$ cat config.mk
export PLATFORM = sky130hd
export DESIGN_NAME = assoc_buffer_requester
export DESIGN_NICKNAME = d
export VERILOG_FILES = /design/src/rtl/assoc_buffer_requester.sv
export SDC_FILE = /design/constraint.sdc
export NUM_CORES = 1
export LEC_CHECK = 0
export CAP_MARGIN = 20
export CORE_MARGIN = 2
export CORE_UTILIZATION = 45
export DETAILED_ROUTE_END_ITERATION = 16
export GPL_TIMING_DRIVEN = 1
export PLACE_DENSITY_LB_ADDON = 0.1
export SYNTH_ARGS = -nofsm -noshare
export SYNTH_HDL_FRONTEND = slang
export SYNTH_SLANG_ARGS = --single-unit
export TNS_END_PERCENT = 30
$ cat constraint.sdc
create_clock -name clk -period 3.4 [get_ports clk]
set_input_delay 0.51 -clock clk [delete_from_list [all_inputs] [get_ports clk]]
set_output_delay 0.51 -clock clk [all_outputs]
set_load 0.05 [all_outputs]
$ cat src/rtl/assoc_buffer_requester.sv
// Initiator for the associative buffer command interface.
// Host requests are queued in a small FIFO and issued to the buffer one at a
// time as a one-cycle key/data/ctrl command. The buffer's combinational
// hit/data result is captured and returned on a valid/ready response port.
// The block also sequences the dump trigger and keeps saturating hit/miss
// statistics.
module assoc_buffer_requester #(
  parameter int KEY_WIDTH       = 8,
  parameter int DATA_WIDTH      = 8,
  parameter int FIFO_DEPTH_LOG2 = 2,
  // Buffer command encoding; defaults match the buffer's register codes.
  parameter int REG_CTRL_WIDTH  = 2,
  parameter logic [REG_CTRL_WIDTH-1:0] REG_CTRL_NOP = REG_CTRL_WIDTH'(0),
  parameter logic [REG_CTRL_WIDTH-1:0] REG_CTRL_LD  = REG_CTRL_WIDTH'(1),
  parameter logic [REG_CTRL_WIDTH-1:0] REG_CTRL_INC = REG_CTRL_WIDTH'(2),
  parameter logic [REG_CTRL_WIDTH-1:0] REG_CTRL_DEC = REG_CTRL_WIDTH'(3)
) (
  input  logic                      clk,
  input  logic                      async_reset,
  // host request port
  input  logic                      req_valid,
  output logic                      req_ready,
  input  logic [1:0]                req_op,
  input  logic [KEY_WIDTH-1:0]      req_key,
  input  logic [DATA_WIDTH-1:0]     req_data,
  // host response port
  output logic                      rsp_valid,
  input  logic                      rsp_ready,
  output logic                      rsp_hit,
  output logic [DATA_WIDTH-1:0]     rsp_data,
  output logic [KEY_WIDTH-1:0]      rsp_key,
  // dump request
  input  logic                      dump_req,
  // buffer command side
  output logic [REG_CTRL_WIDTH-1:0] buf_ctrl,
  output logic [KEY_WIDTH-1:0]      buf_key,
  output logic [DATA_WIDTH-1:0]     buf_data,
  output logic                      buf_trigger_read,
  input  logic [DATA_WIDTH-1:0]     buf_data_output,
  input  logic                      buf_data_valid,
  input  logic                      buf_busy,
  // statistics
  output logic [15:0]               hit_count,
  output logic [15:0]               miss_count
);

  localparam int DEPTH = 2 ** FIFO_DEPTH_LOG2;
  localparam logic [FIFO_DEPTH_LOG2:0] FULL_COUNT = (FIFO_DEPTH_LOG2 + 1)'(DEPTH);

  typedef enum logic [1:0] {
    ST_IDLE,
    ST_ISSUE,
    ST_RESP,
    ST_DUMP
  } state_e;

  typedef enum logic [1:0] {
    OP_LOOKUP = 2'b00,
    OP_WRITE  = 2'b01,
    OP_INC    = 2'b10,
    OP_DEC    = 2'b11
  } op_e;

  typedef struct packed {
    logic [1:0]            op;
    logic [KEY_WIDTH-1:0]  key;
    logic [DATA_WIDTH-1:0] data;
  } req_t;

  // Map a host opcode to the buffer command; a lookup is a plain NOP read.
  function automatic logic [REG_CTRL_WIDTH-1:0] op_to_ctrl(input logic [1:0] op);
    logic [REG_CTRL_WIDTH-1:0] ctrl;
    ctrl = REG_CTRL_NOP;
    case (op_e'(op))
      OP_WRITE: ctrl = REG_CTRL_LD;
      OP_INC:   ctrl = REG_CTRL_INC;
      OP_DEC:   ctrl = REG_CTRL_DEC;
      default:  ctrl = REG_CTRL_NOP;
    endcase
    return ctrl;
  endfunction

  // FIFO storage and bookkeeping
  req_t                       fifo_mem_q [DEPTH];
  logic [FIFO_DEPTH_LOG2-1:0] wr_ptr_q, wr_ptr_d;
  logic [FIFO_DEPTH_LOG2-1:0] rd_ptr_q, rd_ptr_d;
  logic [FIFO_DEPTH_LOG2:0]   count_q, count_d;
  logic                       push, pop;
  req_t                       fifo_head;

  // control and registered outputs
  state_e                     state_q, state_d;
  logic                       dump_pending_q, dump_pending_d;
  logic [REG_CTRL_WIDTH-1:0]  buf_ctrl_q, buf_ctrl_d;
  logic [KEY_WIDTH-1:0]       buf_key_q, buf_key_d;
  logic [DATA_WIDTH-1:0]      buf_data_q, buf_data_d;
  logic                       buf_trigger_read_q, buf_trigger_read_d;
  logic                       rsp_valid_q, rsp_valid_d;
  logic                       rsp_hit_q, rsp_hit_d;
  logic [DATA_WIDTH-1:0]      rsp_data_q, rsp_data_d;
  logic [KEY_WIDTH-1:0]       rsp_key_q, rsp_key_d;
  logic [15:0]                hit_count_q, hit_count_d;
  logic [15:0]                miss_count_q, miss_count_d;

  assign req_ready = (count_q != FULL_COUNT);
  assign push      = req_valid && req_ready;
  assign fifo_head = fifo_mem_q[rd_ptr_q];

  // Next-state, FIFO pointer and output computation for the request sequencer.
  always_comb begin
    // NOTE: every signal gets a default first so no path leaves it unassigned
    // (an unassigned path in combinational logic infers a latch).
    state_d            = state_q;
    dump_pending_d     = dump_pending_q | dump_req;
    buf_ctrl_d         = REG_CTRL_NOP;
    buf_key_d          = buf_key_q;
    buf_data_d         = buf_data_q;
    buf_trigger_read_d = 1'b0;
    rsp_valid_d        = rsp_valid_q;
    rsp_hit_d          = rsp_hit_q;
    rsp_data_d         = rsp_data_q;
    rsp_key_d          = rsp_key_q;
    hit_count_d        = hit_count_q;
    miss_count_d       = miss_count_q;
    pop                = 1'b0;

    case (state_q)
      ST_IDLE: begin
        if (!buf_busy) begin
          if (dump_pending_q) begin
            // A dump request arriving in this very cycle stays pending.
            state_d            = ST_DUMP;
            dump_pending_d     = dump_req;
            buf_trigger_read_d = 1'b1;
          end else if (count_q != '0) begin
            pop        = 1'b1;
            state_d    = ST_ISSUE;
            buf_key_d  = fifo_head.key;
            buf_data_d = fifo_head.data;
            buf_ctrl_d = op_to_ctrl(fifo_head.op);
          end
        end
      end
      ST_ISSUE: begin
        // The buffer result is combinational on buf_key; capture it now,
        // before the command takes effect at this edge.
        rsp_hit_d   = buf_data_valid;
        rsp_data_d  = buf_data_valid ? buf_data_output : '0;
        rsp_key_d   = buf_key_q;
        rsp_valid_d = 1'b1;
        if (buf_data_valid) begin
          hit_count_d = (hit_count_q == 16'hFFFF) ? hit_count_q : hit_count_q + 16'd1;
        end else begin
          miss_count_d = (miss_count_q == 16'hFFFF) ? miss_count_q : miss_count_q + 16'd1;
        end
        state_d = ST_RESP;
      end
      ST_RESP: begin
        if (rsp_ready) begin
          rsp_valid_d = 1'b0;
          state_d     = ST_IDLE;
        end
      end
      ST_DUMP: begin
        state_d = ST_IDLE;
      end
      default: begin
        state_d = ST_IDLE;
      end
    endcase

    wr_ptr_d = push ? wr_ptr_q + FIFO_DEPTH_LOG2'(1) : wr_ptr_q;
    rd_ptr_d = pop  ? rd_ptr_q + FIFO_DEPTH_LOG2'(1) : rd_ptr_q;
    case ({push, pop})
      2'b10:   count_d = count_q + (FIFO_DEPTH_LOG2 + 1)'(1);
      2'b01:   count_d = count_q - (FIFO_DEPTH_LOG2 + 1)'(1);
      default: count_d = count_q;
    endcase
  end

  // State, pointer, output and statistics registers.
  always_ff @(posedge clk or posedge async_reset) begin
    // NOTE: sequential state uses non-blocking assignments so every register
    // samples pre-edge values regardless of statement order.
    if (async_reset) begin
      state_q            <= ST_IDLE;
      wr_ptr_q           <= '0;
      rd_ptr_q           <= '0;
      count_q            <= '0;
      dump_pending_q     <= 1'b0;
      buf_ctrl_q         <= REG_CTRL_NOP;
      buf_key_q          <= '0;
      buf_data_q         <= '0;
      buf_trigger_read_q <= 1'b0;
      rsp_valid_q        <= 1'b0;
      rsp_hit_q          <= 1'b0;
      rsp_data_q         <= '0;
      rsp_key_q          <= '0;
      hit_count_q        <= '0;
      miss_count_q       <= '0;
    end else begin
      state_q            <= state_d;
      wr_ptr_q           <= wr_ptr_d;
      rd_ptr_q           <= rd_ptr_d;
      count_q            <= count_d;
      dump_pending_q     <= dump_pending_d;
      buf_ctrl_q         <= buf_ctrl_d;
      buf_key_q          <= buf_key_d;
      buf_data_q         <= buf_data_d;
      buf_trigger_read_q <= buf_trigger_read_d;
      rsp_valid_q        <= rsp_valid_d;
      rsp_hit_q          <= rsp_hit_d;
      rsp_data_q         <= rsp_data_d;
      rsp_key_q          <= rsp_key_d;
      hit_count_q        <= hit_count_d;
      miss_count_q       <= miss_count_d;
    end
  end

  // FIFO storage write port.
  always_ff @(posedge clk) begin
    // NOTE: the storage array is deliberately not reset; an empty count makes
    // its contents unobservable, and leaving it out keeps it a plain RAM.
    if (push) begin
      fifo_mem_q[wr_ptr_q] <= '{op: req_op, key: req_key, data: req_data};
    end
  end

  assign rsp_valid        = rsp_valid_q;
  assign rsp_hit          = rsp_hit_q;
  assign rsp_data         = rsp_data_q;
  assign rsp_key          = rsp_key_q;
  assign buf_ctrl         = buf_ctrl_q;
  assign buf_key          = buf_key_q;
  assign buf_data         = buf_data_q;
  assign buf_trigger_read = buf_trigger_read_q;
  assign hit_count        = hit_count_q;
  assign miss_count       = miss_count_q;

endmodule
==> metrics.txt <==
Slew Limit Fails=0; yosys warns=0; cts hold-fix bufs=0; Initial Utilization=46.24%; register area share after synthesis=67.59%; Least-Margin Pin Slew=0.8977 ns; Syn Inst Count=393; post-synthesis cell area=6123 um^2; Yosys reg bits=151; largest net degree at the start of global routing=80; most common cell in the netlist=dfrtp_1; n_diodes=0; CTS tree=built; CTS clk-pin slew, worst paths=0.06 ns; clock sink count=151; worst-path cell chain=inv_1, nand3_1, clkdlybuf4s50_1; Comb pwr share=32.2%; Worst Path Arrival=1.92 ns; clk buf depth=2; Fin. Hold Viols=0; Final ANT Viol Nets=0; leading area contributor after synthesis=edfxtp_1; clock latency at the later pin of the worst-skew pair=0.41 ns; PwrDens=873.7 nW/um^2; Switching Share=34.13%; sequential power share=38.6%; Placer Congestion=0.8413; post-cts sizing count=0; Syn Area/Cell=15.58 um^2; Via density=5.128; HP Class=reg2reg; Worst Setup End Kind=output pin; worst ir drop on vdd=0.4833 mV; Tcrit/Tclk final=71.39%; DRT Pass-1 Iters=6; area delta synth->final=30.67%; CTS buffer count=17; Yosys top cell area share=35.31%; drt drc=0; Nets=547; I/O Buffers=102; WHS Path Cells=2; Max Cap Viol=0; fraction of layout cells with a size suffix above 1=16.96%; Finished Layout Cells=695; DR vias=3564; worst-case clock skew=0.003569 ns; Critical Path Slowest Stage Cell=clkdlybuf4s50_1; die width=120.7 um; Reg2Reg Depth=8; Async SR Flop Fraction=52.32%; setup repair bufs after CTS=0; top cells by area, synth=edfxtp_1, dfrtp_1, mux4_2; Int Power=0.004605 W; Worst Hold End=rsp_data[3]$_DFFE_PP0P_; TNS Setup=0 ns; clock power share=29.2%; first-pass GRT wire length=18.67 mm; DR WL/cell=16.44 um; Die Y=120.7 um; leakage=3.210 nW; initial antenna violation count=0; hold path startpoint=rsp_data[3]$_DFFE_PP0P_; Net Count, Synth=434; setup violators final=0; DRT Wirelength=11.43 mm; R2R Path End=count_q[2]$_DFFE_PP0P_; final design utilization=60.42%; FMAX=412.0 MHz; Overflow after GRT=0; crit path time final=2.427 ns; Startpoint Class=flip-flop; Top Ports=103; FP Rows=42; reg2reg start=state_q[0]$_DFFE_PP0P_; RSZ-0062 raised after global routing=no; R2R Setup Slk=1.13 ns; status=finished clean; Crit path max-delay family=buffers and inverters; filler instances=1079; Die ar.=14560 um^2; First DRT Iteration DRCs=195; DPL Wire Length=7.291 mm; Worst slew margin=40.16%; Slowest Stage Delay on Critical Path=0.85 ns; Placed Cells=663; core area=13240 um^2; CP max FO=6; CP Class=reg2out; P_sw=0.002386 W; Post-synth EDFFs=72; CP required=2.89 ns; Synth cell types=48; ys flop type=dfrtp_1; Buffers & Inverters on Critical Path=2; synth cell count leaders=dfrtp_1, edfxtp_1, nand2_1; vias in the first global route=3603; H-Tree Depth=4; clk root buf=clkbuf_16; Total Routing Usage GR=17.04%
==> routing by layer <==
metal	vias up	wire length (um)	track usage, %
li1	1693	-	-
met2	91	5527	26.94
met1	1765	5186	22.96
met3	15	511	3.632
met5	-	0	0
met4	0	199	7.195
==> tightest hold or removal path: stages (launching register included) <==
cell and delay [ns]:
dfrtp_1 0.34, nand2_1 0.05, o21ai_0 0.06
==> stage by stage <==
stage	power, W	hold WS [ns]	setup slack (ns)	area (um^2)
6_report	0.006991	0.4781	0.9729	8001
5_1_grt	0.007336	0.5005	0.8357	8001
4_1_cts	0.007091	0.4828	0.9457	8001
3_5_place_dp	0.005027	0.4677	0.7463	7350
3_3_place_gp	0.004986	0.4593	0.8125	7350
2_1_floorplan	0.004248	0.4599	0.8666	6123
==> power groups by stage <==
stage | sequential, W | combinational, W | clock [W]
2_1_floorplan | 0.00337 | 0.000876 | 0
3_3_place_gp | 0.00272 | 0.00226 | 0
3_5_place_dp | 0.00274 | 0.00228 | 0
4_1_cts | 0.00271 | 0.00229 | 0.00208
5_1_grt | 0.00277 | 0.00240 | 0.00216
6_report | 0.00270 | 0.00225 | 0.00204
==> cells in the final DEF (no fill, tap or decap), drive strengths merged, types with 5 or more instances in the layout <==
cell | synthesis | routed
and3 | 8 | 8
dfrtp | 79 | 79
nand2 | 28 | 28
clkinv | 0 | 7
clkbuf | 4 | 17
inv | 12 | 13
edfxtp | 72 | 72
nor3 | 8 | 8
nor2 | 11 | 11
nand3 | 11 | 11
mux4 | 18 | 18
a21oi | 10 | 10
buf | 11 | 7
mux2 | 27 | 27
nor4 | 7 | 7
xnor2 | 12 | 12
bufinv | 0 | 5
xor2 | 19 | 19
ha | 7 | 7
nand4 | 6 | 6
clkdlybuf4s50 | 0 | 102
o21ai | 9 | 9
==> state kept, by name, summed over array words and instances (netlist names), 3 cells and up <==
name,count
buf_key,8
buf_data,8
count_q,3
miss_count,16
rsp_data,8
fifo_mem_q,72
rsp_key,8
hit_count,16
==> worst max-delay path by stage <==
| stage | to | startpoint | cells past startpoint |
|---|---|---|---|
| finish | req_ready | count_q[0]$_DFFE_PP0P_ | 3 |
| global route | req_ready | count_q[0]$_DFFE_PP0P_ | 3 |
| CTS | req_ready | count_q[0]$_DFFE_PP0P_ | 3 |
| detailed placement | count_q[2]$_DFFE_PP0P_ | buf_busy | 9 |
| global placement | count_q[2]$_DFFE_PP0P_ | buf_busy | 9 |
| floorplan | buf_ctrl[0]$_DFF_PP0_ | async_reset | 1 |
==> kinds of logic (layout without fill, tap and decap cells) <==
kind of cell	Yosys count	in the layout	share of synthesized area (%)
flip-flops	151	151	67.59
AND/OR/NAND/NOR	98	98	8.970
buffers and inverters	27	153	2.166
multiplexers	46	46	11.75
AO/OA/AOI/OAI	32	32	3.208
XOR/XNOR	31	31	4.557
adder cells (fa/ha/maj)	8	8	1.757
==> layout make-up <==
class                   count  area [um^2]  share of cell area, %
clock inverters            15        226.5                  2.830
multi-input cells         215         1858                  23.22
flip-flops and latches    151         4139                  51.73
clock buffers              17        425.4                  5.317
well taps                 176        220.2                  2.752
inverters                  12        46.29                 0.5786
repair buffers            109         1086                  13.57
Power figures use the tool's default switching activity.
